===== src/rtl/rv32i_mem_arbiter.sv =====
// Arbitrates a single-port unified memory between the fetch and load/store ports.
// Round-robin on contention, one transaction in flight, timeout-backed response.
module rv32i_mem_arbiter #(
  parameter int ADDR_W  = 32,
  parameter int DATA_W  = 32,
  parameter int TIMEOUT = 15
) (
  input  logic                clk,
  input  logic                rst,
  input  logic                if_req,
  input  logic [ADDR_W-1:0]   if_addr,
  output logic                if_gnt,
  output logic                if_rvalid,
  output logic [DATA_W-1:0]   if_rdata,
  output logic                if_err,
  input  logic                d_req,
  input  logic                d_we,
  input  logic [ADDR_W-1:0]   d_addr,
  input  logic [DATA_W-1:0]   d_wdata,
  input  logic [DATA_W/8-1:0] d_wstrb,
  output logic                d_gnt,
  output logic                d_rvalid,
  output logic [DATA_W-1:0]   d_rdata,
  output logic                d_err,
  output logic                mem_req,
  output logic                mem_we,
  output logic [ADDR_W-1:0]   mem_addr,
  output logic [DATA_W-1:0]   mem_wdata,
  output logic [DATA_W/8-1:0] mem_wstrb,
  input  logic                mem_gnt,
  input  logic                mem_rvalid,
  input  logic [DATA_W-1:0]   mem_rdata
);

  localparam logic [7:0] TO_LAST = 8'(TIMEOUT - 1);

  typedef enum logic [1:0] {IDLE, ISSUE, RESP} state_t;

  state_t     state, state_next;
  logic       owner;       // 1 = data port, 0 = fetch port
  logic       last_owner;
  logic [7:0] cnt;
  logic       win_if, win_d, resp_ok, resp_to, resp_any;

  always_comb begin
    state_next = state;
    win_if     = 1'b0;
    win_d      = 1'b0;
    resp_ok    = 1'b0;
    resp_to    = 1'b0;
    case (state)
      IDLE: begin
        // Fetch wins when alone, or when contested and data went last.
        if (if_req && (!d_req || last_owner)) begin
          win_if     = 1'b1;
          state_next = ISSUE;
        end else if (d_req) begin
          win_d      = 1'b1;
          state_next = ISSUE;
        end
      end
      ISSUE: begin
        if (mem_gnt) state_next = RESP;
      end
      RESP: begin
        if (mem_rvalid) begin
          resp_ok    = 1'b1;
          state_next = IDLE;
        end else if (cnt == TO_LAST) begin
          resp_to    = 1'b1;
          state_next = IDLE;
        end
      end
      default: state_next = IDLE;
    endcase
  end

  assign resp_any = resp_ok | resp_to;

  always_ff @(posedge clk) begin
    if (!rst) state <= IDLE;
    else      state <= state_next;
  end

  always_ff @(posedge clk) begin
    if (!rst) begin
      owner      <= 1'b0;
      last_owner <= 1'b1;
      cnt        <= '0;
      if_gnt     <= 1'b0;
      if_rvalid  <= 1'b0;
      if_rdata   <= '0;
      if_err     <= 1'b0;
      d_gnt      <= 1'b0;
      d_rvalid   <= 1'b0;
      d_rdata    <= '0;
      d_err      <= 1'b0;
      mem_req    <= 1'b0;
      mem_we     <= 1'b0;
      mem_addr   <= '0;
      mem_wdata  <= '0;
      mem_wstrb  <= '0;
    end else begin
      if_gnt    <= win_if;
      d_gnt     <= win_d;
      if_rvalid <= resp_any & ~owner;
      if_err    <= resp_to & ~owner;
      d_rvalid  <= resp_any & owner;
      d_err     <= resp_to & owner;

      if (win_if) begin
        mem_req    <= 1'b1;
        mem_we     <= 1'b0;
        mem_addr   <= if_addr;
        mem_wdata  <= '0;
        mem_wstrb  <= '0;
        owner      <= 1'b0;
        last_owner <= 1'b0;
      end else if (win_d) begin
        mem_req    <= 1'b1;
        mem_we     <= d_we;
        mem_addr   <= d_addr;
        mem_wdata  <= d_wdata;
        mem_wstrb  <= d_wstrb;
        owner      <= 1'b1;
        last_owner <= 1'b1;
      end

      if (state == ISSUE && mem_gnt) begin
        mem_req <= 1'b0;
        cnt     <= '0;
      end else if (state == RESP && !resp_any) begin
        cnt <= cnt + 8'd1;
      end

      // A timed-out response returns zero data; otherwise rdata holds.
      if (resp_any && !owner) if_rdata <= resp_ok ? mem_rdata : '0;
      if (resp_any && owner)  d_rdata  <= resp_ok ? mem_rdata : '0;
    end
  end

endmodule


===== config.mk =====
export PLATFORM = sky130hd
export DESIGN_NAME = rv32i_mem_arbiter
export DESIGN_NICKNAME = d
export VERILOG_FILES = /design/src/rtl/rv32i_mem_arbiter.sv
export SDC_FILE = /design/constraint.sdc
export NUM_CORES = 1
export LEC_CHECK = 0
export ABC_CLOCK_PERIOD_IN_PS = 2250
export CORE_MARGIN = 10
export CORE_UTILIZATION = 40
export DETAILED_ROUTE_END_ITERATION = 6
export PLACE_DENSITY = 0.76
export SLEW_MARGIN = 15
export SYNTH_ARGS = -nofsm -noshare
export SYNTH_HDL_FRONTEND = slang
export SYNTH_SLANG_ARGS = --single-unit
export TNS_END_PERCENT = 30

===== constraint.sdc =====
create_clock -name clk -period 2.25 [get_ports clk]
set_input_delay 0.3375 -clock clk [delete_from_list [all_inputs] [get_ports clk]]
set_output_delay 0.3375 -clock clk [all_outputs]
set_load 0.02 [all_outputs]

Word level (Yosys, flattened, before mapping)
Cells that the tools add are included.

Add/subtract/negate cells: 1. Eq/ne operators: 6. Multiplexer cells: 22. Bitwise gates (word level): 7. Reductions and logical operators: 14.

Operators by type and width (number): $mux W32 (3); $mux W1 (13); $mux W2 (5); $add A8 B1 Y8 const B (1); $eq A8 B4 Y1 const B (1); $ne A3 B3 Y1 const B (2); $pmux W2 S3 (1); $logic_and A1 B1 Y1 (5); $and A1 B1 Y1 (4); $reduce_or A2 Y1 (2); $logic_not A1 Y1 (3); $reduce_and A3 Y1 (1); $eq A2 B1 Y1 const B (1); $eq A2 B2 Y1 const B (1); $logic_not A2 Y1 (1); $ne A2 B2 Y1 const B (1); $not A1 Y1 (2); $reduce_bool A2 Y1 (1); $logic_or A1 B1 Y1 (1); $or A1 B1 Y1 (1).

Register bits: 152. Input bits: 139. Output and inout bits: 140. Logic and storage cells: 67.

Logic depth before layout (Yosys ltp)
Gate-level depths: netlist of the first run.

Depth after elaboration: 7. Gate-level depth with buffers: 8. Mapped depth without buffers: 5.

Least setup slack after synthesis of the first run
Ideal clock, no wire load.

Path type: register -> register. Start point: register cnt[0]. End point: register d_rdata[1]. Library setup time: 58 ps. Arrival time: 1682 ps. Required time: 2192 ps. Path slack: 510 ps. Cell stages (with the launch flop): 9. Path buffers: 3. Clock period less this slack: 1740 ps. Cells stage by stage: dfxtp_1 > inv_1 > ha_1 > and4b_1 > buf_2 > a21oi_1 > buf_2 > buf_2 > o221a_2.

Cells in the longest elaborated chain, start to end: 6.

Ends and longest elaborated chain: start, declared (line 42) `logic [7:0] cnt;`; start signal, assigned (line 133) `cnt <= cnt + 8'd1;`; $eq A8 B4 Y1 (line 69) `end else if (cnt == TO_LAST) begin`; $mux W1 (line 69); $mux W1 (line 66) `if (mem_rvalid) begin`; $mux W1 (line 51) `case (state)`; $or A1 B1 Y1 (line 78) `assign resp_any = resp_ok | resp_to;`; $logic_and A1 B1 Y1 (line 138) `if (resp_any && owner) d_rdata <= resp_ok ? mem_rdata : '0;`; end signal, assigned (line 138); end, declared (line 23) `output logic [DATA_W-1:0] d_rdata,`.

No other way between the ends. A chain may end at the register's enable or synchronous reset.

Final worst setup path of the first run
Start point: register mem_addr[3]. End point: output mem_addr[3].

RTL lines: start, declared (line 27) `output logic [ADDR_W-1:0] mem_addr,`; start signal, assigned (line 114) `mem_addr <= if_addr;`; start signal, assigned (line 122) `mem_addr <= d_addr;`.

No word-level cell between the ends.

==> results.md, run 1 <==
* Run status: completed
* Crit path max fanout at 2
* Setup crit end kind: primary output
* Flip-flop and latch count after synthesis at 152
* Final instance count without filler cells at 1,242
* Mean number of vias per cell at 5.72
* FMAX at 551 MHz
* Cells after DPL at 1,210
* Setup slack of the worst register-to-register path at 0.44 ns
* Synthesis Warnings at 0
* Count of standard-cell rows at 46
* Register area share after synthesis at 45.9%
* DP Wirelength at 17,400 um
* Remaining DRCs at 0
* Ratio of cells with drive above 1 in the final layout at 11.4%
* Hold Path Class: in2reg
* Origin of the worst min-delay path: d_req
* Setup repair after global routing missed its margin: no
* Total congestion overflow at 0
* Most used flip-flop cell after synthesis: dfxtp_1
* CTS tree: yes
* Number of library cell types mapped by synthesis at 42
* Min Tclk post-route at 1.82 ns
* # clock sinks at 152
* Cts bufs inserted at 17
* Die W at 149 um
* Depth of the worst register-to-register path at 6
* Number of DRC markers in iteration 0 at 597
* Count of TritonRoute iterations in the first routing pass at 4
* I/O pin total at 279
* Critical path buffer and inverter count at 1
* Worst hold path stage count at 3
* Post-synthesis instance area at 0.00662 mm^2
* Final Hold Viols at 0
* Cells traversed along the worst timing path: clkdlybuf4s50_1
* Average size of a mapped cell at 8.53 um^2
* Clock transition at the registers of the reported paths at 0.07 ns
* Master cell of the clock root buffer: clkbuf_16
* Initial antenna violation count at 0
* Endpoint of the worst-slack reg-to-reg timing path: if_rdata[18]$_SDFFE_PN0P_
* Crit path launch type: flop
* Postcts setup bufs at 0
* Core Region at 0.0161 mm^2
* Final RePlAce weighted congestion at 0.823
* Wire length of the first global-routing pass at 38,800 um
* Post-Route Skew at 0.00935 ns
* Maximum vdd ir drop at 0.544 mV
* Vias at 7,101
* Layout area overhead at 54.4%
* Slowest cell delay on critical path at 0.70 ns
* Pin count of the biggest net entering global routing at 84
* Cell area power density at 677 mW/mm^2
* Post-synthesis async set-or-reset flop share at 0%
* Initial standard-cell utilization of the core at 41.2%
* Fillers at 1,330
* Maximum Capacitance Violations at 0
* # resized after CTS at 0
* H-tree depth reported by CTS at 4
* CP max stage cell: clkdlybuf4s50_1
* Detail-routed net length per standard cell at 20.1 um
* Count of final max-slew check failures at 0
* Hold buffer count at CTS at 0
* Total number of nets in the final design at 1,154
* I/O Buffers at 278
* Max clock buf depth at 2
* Total track usage at 21.7%
* Launch point of the worst reg-to-reg path: cnt[0]$_SDFFE_PP0P_
* Critical path type: reg2out
* Worst min-delay path endpoint: owner$_SDFFE_PP0P_
* Critical path arrival at 1.48 ns
* Final count of negative-setup-slack endpoints at 0
* Worst slew margin relative to its limit at 63.9%
* Summed negative setup slack over all endpoints at 0 ns
* Via count of the first global-routing pass at 6,973
* Final cycle utilization of the critical path at 80.7%
* Leakage dissipation at 3.47 nW
* Final antenna-violating net count at 0
* Number of diodes at 0
* CP delay by family, top: buffers and inverters
* Count of flip-flops with a built-in enable after synthesis at 0
* Total die area at 0.0221 mm^2
* Worst path required time at 1.91 ns
* Overall die height at 149 um
* Total nets after synthesis at 917
* Sum of routed wire length over all layers at 24,900 um
* Count of mapped cells out of synthesis at 776
* Least-Margin Pin Slew at 0.538 ns
* Clock latency at the later pin of the worst-skew pair at 0.42 ns
-- through the flow --
stage	setup WS, ns	cell area, um^2	hold WS, ns	total power [W]	utilization [%]
2_1_floorplan	0.510	6620	0.450	0.00349	-
3_3_place_gp	0.298	9640	0.460	0.00414	60.1
3_5_place_dp	0.239	9640	0.466	0.00414	60.1
4_1_cts	0.416	10200	0.254	0.00695	63.7
5_1_grt	0.342	10200	0.280	0.00715	63.7
6_report	0.434	10200	0.273	0.00692	63.7
-- power by group --
part / internal (W) / total [W] / switching [W]
registers: 0.00280 / 0.00286 / 0.0000667
clock network: 0.00169 / 0.00284 / 0.00115
logic: 0.000563 / 0.00122 / 0.000660
total: 0.00505 / 0.00692 / 0.00187
-- synthesized netlist by cell type (6+ instances only) --
library cell	count	area [um^2]
a211oi_1	6	45.0
a21oi_1	43	215
a31oi_1	27	169
buf_2	21	105
clkbuf_1	66	248
dfxtp_1	152	3040
inv_1	7	26.3
nand2_1	101	379
nand3_1	73	365
nand4_1	28	175
nor3_1	69	345
o21ai_0	66	330
o221a_1	20	225
o221a_2	44	495
-- flip-flops by register name, indices dropped and copies added (netlist names), 2 cells and up --
| name | count |
|---|---|
| cnt | 8 |
| mem_wstrb | 4 |
| if_rdata | 32 |
| d_rdata | 32 |
| mem_addr | 32 |
| state | 2 |
| mem_wdata | 32 |
-- per-layer routing --
layer  part of all wire (%)  up-vias  global-route usage (%)
met2                     46      334                    35.2
met4                    1.5        0                    6.05
met5                      0        -                       0
li1                       -     3378                       -
met1                     41     3364                    25.7
met3                     11       25                    9.13
-- worst min-delay path: cells and delay by family --
kind	cells	cell delay, ns
buf+inv	1	0.16
simple gates	1	0.08
compound gates	1	0.05
-- kinds of logic after synthesis --
family,count (synthesis),synth area share [%]
buf+inv,98,6.06
mux,5,0.756
flops,152,45.9
simple gates,296,21.9
fa+ha+maj,2,0.378
compound gates,223,24.9
-- layout make-up --
class / count / area [um^2] / area share [%]
clock buffers: 21 / 460 / 4.50
clock inverters: 11 / 124 / 1.21
inverters: 8 / 30.0 / 0.294
multi-input cells: 526 / 3210 / 31.4
flip-flops and latches: 152 / 3040 / 29.8
well taps: 216 / 270 / 2.64
repair buffers: 308 / 3090 / 30.2
-- worst max-delay path by stage --
stage | startpoint | endpoint | slack (ns) | cells past startpoint
after detailed placement | if_req | mem_addr[27]$_SDFFE_PN0P_ | 0.24 | 5
after CTS | mem_addr[3]$_SDFFE_PN0P_ | mem_addr[3] | 0.42 | 1
after global routing | cnt[0]$_SDFFE_PP0P_ | d_rdata[10]$_SDFFE_PN0P_ | 0.34 | 6
after floorplan | cnt[0]$_SDFFE_PP0P_ | d_rdata[1]$_SDFFE_PN0P_ | 0.51 | 8
after global placement | mem_rvalid | cnt[5]$_SDFFE_PP0P_ | 0.30 | 4
final | mem_addr[3]$_SDFFE_PN0P_ | mem_addr[3] | 0.43 | 1
-- cell usage in the layout (no fill, tap or decap), types with 17 or more instances in the layout --
master           synthesis  layout
nand2_1                101     101
a21oi_1                 43      42
nor3_1                  69      69
o221a_2                 44      44
o21ai_0                 66      66
nand4_1                 28      28
clkdlybuf4s50_1          0     276
buf_4                    0      23
clkbuf_16                0      17
a31oi_1                 27      27
dfxtp_1                152     151
nand3_1                 73      73
o221a_1                 20      20
No activity file was read; power rests on OpenSTA's default activity.
==> run 2, diff against run 1 <==
--- a/config.mk
+++ b/config.mk
@@ -5,7 +5,7 @@
 export SDC_FILE = /design/constraint.sdc
 export NUM_CORES = 1
 export LEC_CHECK = 0
-export ABC_CLOCK_PERIOD_IN_PS = 2250
+export ABC_CLOCK_PERIOD_IN_PS = 1840
 export CORE_MARGIN = 10
 export CORE_UTILIZATION = 40
 export DETAILED_ROUTE_END_ITERATION = 6
==> constraint.sdc (replaced) <==
create_clock -name clk -period 1.84 [get_ports clk]
set_input_delay 0.276 -clock clk [delete_from_list [all_inputs] [get_ports clk]]
set_output_delay 0.276 -clock clk [all_outputs]
set_load 0.02 [all_outputs]
==> results.md, run 2 (synthesis gave the netlist of run 1 again) <==
* Launch point of the worst reg-to-reg path: cnt[0]$_SDFFE_PP0P_
* Endpoint of the most critical setup path: mem_addr[19]
* Ratio of cells with drive above 1 in the final layout at 12.5% (+1.1 points)
* Postcts setup bufs at 0 (unchanged)
* CTS tree: yes
* Layout Utilization at 64.4% (+0.74 points)
* Crit path max fanout at 2 (unchanged)
* Max clock buf depth at 2 (unchanged)
* Die W at 149 um (unchanged)
* Core Region at 0.0161 mm^2 (unchanged)
* DP Wirelength at 17,800 um (+2.2%)
* Endpoint of the worst-slack reg-to-reg timing path: if_rdata[21]$_SDFFE_PN0P_
* Most common cell after layout, fill and taps aside: clkdlybuf4s50_1
* Master cell of the clock root buffer: clkbuf_16
* Final antenna-violating net count at 0 (unchanged)
* Clock transition at the registers of the reported paths at 0.07 ns (about the same)
* Total die area at 0.0221 mm^2 (unchanged)
* Critical path arrival at 1.45 ns (-0.03 ns)
* Final RePlAce weighted congestion at 0.835 (+1.5%)
* Wire length of the first global-routing pass at 38,600 um (-0.64%)
* Worst setup path startpoint: mem_addr[19]$_SDFFE_PN0P_
* Hold buffer count at CTS at 0 (unchanged)
* Final Hold Viols at 0 (unchanged)
* Cell area power density at 816 mW/mm^2 (+20%)
* Final cycle utilization of the critical path at 93.9%
* # clock sinks at 152 (unchanged)
* Number of DRC markers in iteration 0 at 568 (-4.9%)
* Leakage dissipation at 3.53 nW (+1.9%)
* Via count of the first global-routing pass at 6,807 (-2.4%)
* Initial antenna violation count at 0 (unchanged)
* Final instance count without filler cells at 1,253 (+0.89%)
* Maximum vdd ir drop at 0.644 mV (+18%)
* FMAX at 579 MHz
* Least-Margin Pin Slew at 0.518 ns (-0.0201 ns)
* Clock latency at the later pin of the worst-skew pair at 0.43 ns (about the same)
* Depth of the worst register-to-register path at 6 (unchanged)
* Logic depth of the worst path, buffers included at 1 (unchanged)
* I/O Buffers at 278 (unchanged)
* Count of standard-cell rows at 46 (unchanged)
* Worst slew margin relative to its limit at 65.4% (+1.4 points)
* Post-Route Skew at 0.00929 ns (-0.0000564 ns)
* I/O pin total at 279 (unchanged)
* Initial standard-cell utilization of the core at 41.2% (unchanged)
* Overall die height at 149 um (unchanged)
* Layout area overhead at 56.2%
* Total track usage at 21.7% (+0.039 points)
* Critical path buffer and inverter count at 1 (unchanged)
* CP delay by family, top: buffers and inverters
* Number of diodes at 0 (unchanged)
* Cts bufs inserted at 17 (unchanged)
* Highest-count cells in the layout ignoring fill and taps: 276 x clkdlybuf4s50_1, 151 x dfxtp_1, 101 x nand2_1
* Detail-routed net length per standard cell at 20.0 um (-0.24%)
* Setup repair after global routing missed its margin: no
* Setup crit end kind: primary output
* Maximum Capacitance Violations at 0 (unchanged)
* Final count of negative-setup-slack endpoints at 0 (unchanged)
* Slowest cell delay on critical path at 0.69 ns (about the same)
* Hold Path Class: in2reg
* Pin count of the biggest net entering global routing at 84 (unchanged)
* Critical path type: reg2out
* Worst path required time at 1.56 ns (-0.35 ns)
* Mean number of vias per cell at 5.67 (-0.88%)
* Total congestion overflow at 0 (unchanged)
* Cells after DPL at 1,221 (+0.91%)
* Worst slack after detailed placement at -0.0869 ns (-0.326 ns)
* Dpl cell area at 0.00978 mm^2 (+1.4%)
* Vias at 7,101 (unchanged)
* Min Tclk post-route at 1.73 ns
* # resized after CTS at 0 (unchanged)
* Crit path launch type: flop
* Run status: completed
* Min setup slack post-route at 0.111 ns (-0.322 ns)
* Setup slack of the worst register-to-register path at 0.14 ns (-0.30 ns)
* Sum of routed wire length over all layers at 25,100 um (+0.64%)
* Cells traversed along the worst timing path: clkdlybuf4s50_1
* Total number of nets in the final design at 1,165 (+0.95%)
* CP max stage cell: clkdlybuf4s50_1
* H-tree depth reported by CTS at 4 (unchanged)
* Count of TritonRoute iterations in the first routing pass at 5 (+1)
* Area of all placed cells without fillers at 0.0103 mm^2 (+1.2%)
* Remaining DRCs at 0 (unchanged)
* Count of final max-slew check failures at 0 (unchanged)
==> run 2: cell types whose count changed in the layout (fill, tap and decap cells not counted) <==
cell / previous run / this run
inv_6: 0 / 4
clkbuf_1: 2 / 0
clkinvlp_4: 3 / 4
clkbuf_8: 2 / 0
clkinv_2: 3 / 2
bufinv_16: 2 / 1
buf_12: 7 / 11
clkinv_4: 3 / 2
inv_8: 0 / 2
buf_4: 23 / 30
==> run 2: worst min-delay path by stage <==
stage / from / endpoint / slack, ns / depth (start not counted)
2_1_floorplan: mem_gnt / state[0]$_SDFFE_PN0P_ / 0.40 / 1
3_3_place_gp: mem_wdata[24]$_SDFFE_PP0P_ / mem_wdata[24]$_SDFFE_PP0P_ / 0.46 / 2
3_5_place_dp: mem_we$_SDFFE_PP0P_ / mem_we$_SDFFE_PP0P_ / 0.47 / 2
4_1_cts: d_req / owner$_SDFFE_PP0P_ / 0.17 / 3
5_1_grt: d_req / owner$_SDFFE_PP0P_ / 0.22 / 3
6_report: d_req / owner$_SDFFE_PP0P_ / 0.19 / 3
==> run 2: layer usage <==
layer	global-route usage, %	wire length, um	share of wire (%)
met1	26.1	10100	40
met2	35.0	11700	47
met3	8.95	2910	12
met4	5.90	354	1.4
met5	0	0	0
==> run 2: report_power, final <==
part           total, W  internal [W]  switching, W
Sequential      0.00349       0.00342     0.0000723
Clock           0.00341       0.00189       0.00152
Combinational   0.00154      0.000711      0.000825
Total           0.00844       0.00602       0.00242
==> run 2: layout make-up <==
cell class / count / area [um^2]
tap: 216 / 270
multi-input combinational: 526 / 3210
clock inverter: 15 / 145
sequential: 152 / 3040
clock buffer: 17 / 425
timing repair buffer: 319 / 3220
inverter: 8 / 30.0
fill: 1334 / 5710
==> run 2: metrics by stage <==
stage | TNS [ns] | hold WS (ns) | power (W)
2_1_floorplan | 0 | 0.396 | 0.00427
3_3_place_gp | -2.73 | 0.459 | 0.00509
3_5_place_dp | -3.16 | 0.466 | 0.00509
4_1_cts | 0 | 0.171 | 0.00847
5_1_grt | 0 | 0.215 | 0.00875
6_report | 0 | 0.194 | 0.00844
==> run 2: worst min-delay path: stages <==
cell and delay (ns):
buf_2 0.16, nand2_1 0.07, a21oi_1 0.05
==> run 3, diff against run 2 <==
--- a/config.mk
+++ b/config.mk
@@ -5,7 +5,7 @@
 export SDC_FILE = /design/constraint.sdc
 export NUM_CORES = 1
 export LEC_CHECK = 0
-export ABC_CLOCK_PERIOD_IN_PS = 1840
+export ABC_CLOCK_PERIOD_IN_PS = 1900
 export CORE_MARGIN = 10
 export CORE_UTILIZATION = 40
 export DETAILED_ROUTE_END_ITERATION = 6
==> constraint.sdc (replaced) <==
create_clock -name clk -period 1.9 [get_ports clk]
set_input_delay 0.38 -clock clk [delete_from_list [all_inputs] [get_ports clk]]
set_output_delay 0.38 -clock clk [all_outputs]
set_load 0.02 [all_outputs]
==> results.md, run 3 (synthesis gave the netlist of run 1 again) <==
* FMAX at 541 MHz
* I/O Buffers at 278 (unchanged)
* Post-route worst hold slack at 0.335 ns (+0.141 ns)
* Clock transition at the registers of the reported paths at 0.06 ns (about the same)
* Critical path type: reg2out
* Endpoint of the most critical setup path: mem_addr[3]
* Summed negative setup slack over all endpoints at 0 ns (unchanged)
* Clock latency at the later pin of the worst-skew pair at 0.42 ns (about the same)
* Worst hold path stage count at 3 (unchanged)
* Master cell of the clock root buffer: clkbuf_16
* Min setup slack post-route at 0.0528 ns (-0.0586 ns)
* Crit path max fanout at 2 (unchanged)
* Postcts setup bufs at 0 (unchanged)
* Detail-routed net length per standard cell at 20.3 um (+1.3%)
* Fillers at 1,287 (-3.5%)
* Worst setup path startpoint: mem_addr[3]$_SDFFE_PN0P_
* Initial standard-cell utilization of the core at 41.2% (unchanged)
* Layout Utilization at 65.3% (+0.90 points)
* Ratio of cells with drive above 1 in the final layout at 12.5% (-0.024 points)
* Crit path launch type: flop
* Highest-count cells in the layout ignoring fill and taps: 276 x clkdlybuf4s50_1, 151 x dfxtp_1, 101 x nand2_1
* Post-Route Skew at 0.0124 ns (+0.00309 ns)
* Slowest cell delay on critical path at 0.70 ns (about the same)
* Cell area power density at 821 mW/mm^2 (+0.68%)
* Number of diodes at 0 (unchanged)
* Final count of negative-setup-slack endpoints at 0 (unchanged)
* Setup repair after global routing missed its margin: no
* Die W at 149 um (unchanged)
* Overall die height at 149 um (unchanged)
* Maximum Capacitance Violations at 0 (unchanged)
* Via count of the first global-routing pass at 6,923 (+1.7%)
* Cells traversed along the worst timing path: clkdlybuf4s50_1
* Maximum vdd ir drop at 0.605 mV (-6.0%)
* Endpoint of the worst-slack reg-to-reg timing path: if_rdata[27]$_SDFFE_PN0P_
* Top layer in use: met4
* Worst path required time at 1.52 ns (-0.04 ns)
* Final RePlAce weighted congestion at 0.836 (+0.14%)
* DP Wirelength at 17,800 um (+0.42%)
* Met1 layer wirelength in the final routing at 10,300 um (+2.4%)
* Initial antenna violation count at 0 (unchanged)
* Routed met2 length at 11,900 um (+1.7%)
* Total congestion overflow at 0 (unchanged)
* Number of DRC markers in iteration 0 at 552 (-2.8%)
* Pin count of the biggest net entering global routing at 84 (unchanged)
* Least-Margin Pin Slew at 0.475 ns (-0.0423 ns)
* Dpl cell area at 0.00985 mm^2 (+0.74%)
* Mean number of vias per cell at 5.66 (-0.19%)
* Cts bufs inserted at 17 (unchanged)
* H-tree depth reported by CTS at 4 (unchanged)
* Max clock buf depth at 2 (unchanged)
* Total die area at 0.0221 mm^2 (unchanged)
* Launch point of the worst reg-to-reg path: cnt[0]$_SDFFE_PP0P_
* Hold buffer count at CTS at 0 (unchanged)
* Depth of the worst register-to-register path at 6 (unchanged)
* Total number of nets in the final design at 1,168 (+0.26%)
* Detailed route wirelength on metal3 at 2770 um (-4.9%)
* # clock sinks at 152 (unchanged)
* Total track usage at 22.1% (+0.41 points)
* Count of standard-cell rows at 46 (unchanged)
* Min Tclk post-route at 1.85 ns
* CTS tree: yes
* Wire length of the first global-routing pass at 39,200 um (+1.6%)
* Final Hold Viols at 0 (unchanged)
* Core Region at 0.0161 mm^2 (unchanged)
* Remaining DRCs at 0 (unchanged)
* Logic depth of the worst path, buffers included at 1 (unchanged)
* Layout area overhead at 58.4%
* Critical path arrival at 1.47 ns (+0.02 ns)
* Run status: completed
* Setup crit end kind: primary output
* CP max stage cell: clkdlybuf4s50_1
* Leakage dissipation at 3.60 nW (+1.9%)
* Vias at 7,099 (-0.028%)
* CP delay by family, top: buffers and inverters
* Area of all placed cells without fillers at 0.0105 mm^2 (+1.4%)
* I/O pin total at 279 (unchanged)
* Count of final max-slew check failures at 0 (unchanged)
* Final antenna-violating net count at 0 (unchanged)
* Most common cell after layout, fill and taps aside: clkdlybuf4s50_1
* Worst slew margin relative to its limit at 68.2% (+2.8 points)
* # resized after CTS at 0 (unchanged)
* Final cycle utilization of the critical path at 97.2%
* Critical path buffer and inverter count at 1 (unchanged)
* Setup slack of the worst register-to-register path at 0.17 ns (+0.03 ns)
* Hold Path Class: in2reg
* Worst slack after detailed placement at -0.130 ns (-0.0427 ns)
* Count of TritonRoute iterations in the first routing pass at 5 (unchanged)
* Sum of routed wire length over all layers at 25,500 um (+1.5%)
-- run 3: stage by stage --
stage               std cells  power [W]
floorplan                 776    0.00414
global placement         1224    0.00495
detailed placement       1224    0.00496
CTS                      1255    0.00867
global route             1255    0.00891
finish                   1255    0.00861
-- run 3: report_power, final --
group	internal (W)	leakage [nW]	switching, W
registers	0.00331	1.23	0.0000726
clock network	0.00236	0.307	0.00135
logic	0.000711	2.06	0.000808
total	0.00639	3.60	0.00223
-- run 3: how the worst min path moves through the flow --
| stage | startpoint | end | slack (ns) |
|---|---|---|---|
| floorplan | cnt[7]$_SDFFE_PP0P_ | cnt[7]$_SDFFE_PP0P_ | 0.45 |
| global placement | mem_wdata[26]$_SDFFE_PP0P_ | mem_wdata[26]$_SDFFE_PP0P_ | 0.46 |
| detailed placement | mem_wdata[27]$_SDFFE_PP0P_ | mem_wdata[27]$_SDFFE_PP0P_ | 0.47 |
| CTS | d_req | owner$_SDFFE_PP0P_ | 0.32 |
| global route | d_req | owner$_SDFFE_PP0P_ | 0.32 |
| finish | d_req | owner$_SDFFE_PP0P_ | 0.33 |
-- run 3: layer usage --
layer / track usage (%) / vias up
met5: 0 / -
met4: 7.19 / 0
met3: 9.28 / 26
met2: 35.1 / 303
met1: 26.5 / 3370
li1: - / 3400
-- run 3: final cells by class --
type                    count  area, um^2  share of cell area (%)
clock buffers              20         447                    4.26
multi-input cells         526        3210                    30.6
flip-flops and latches    152        3040                    29.0
repair buffers            322        3290                    31.4
well taps                 216         270                    2.58
clock inverters            11         196                    1.87
inverters                   8        30.0                   0.286
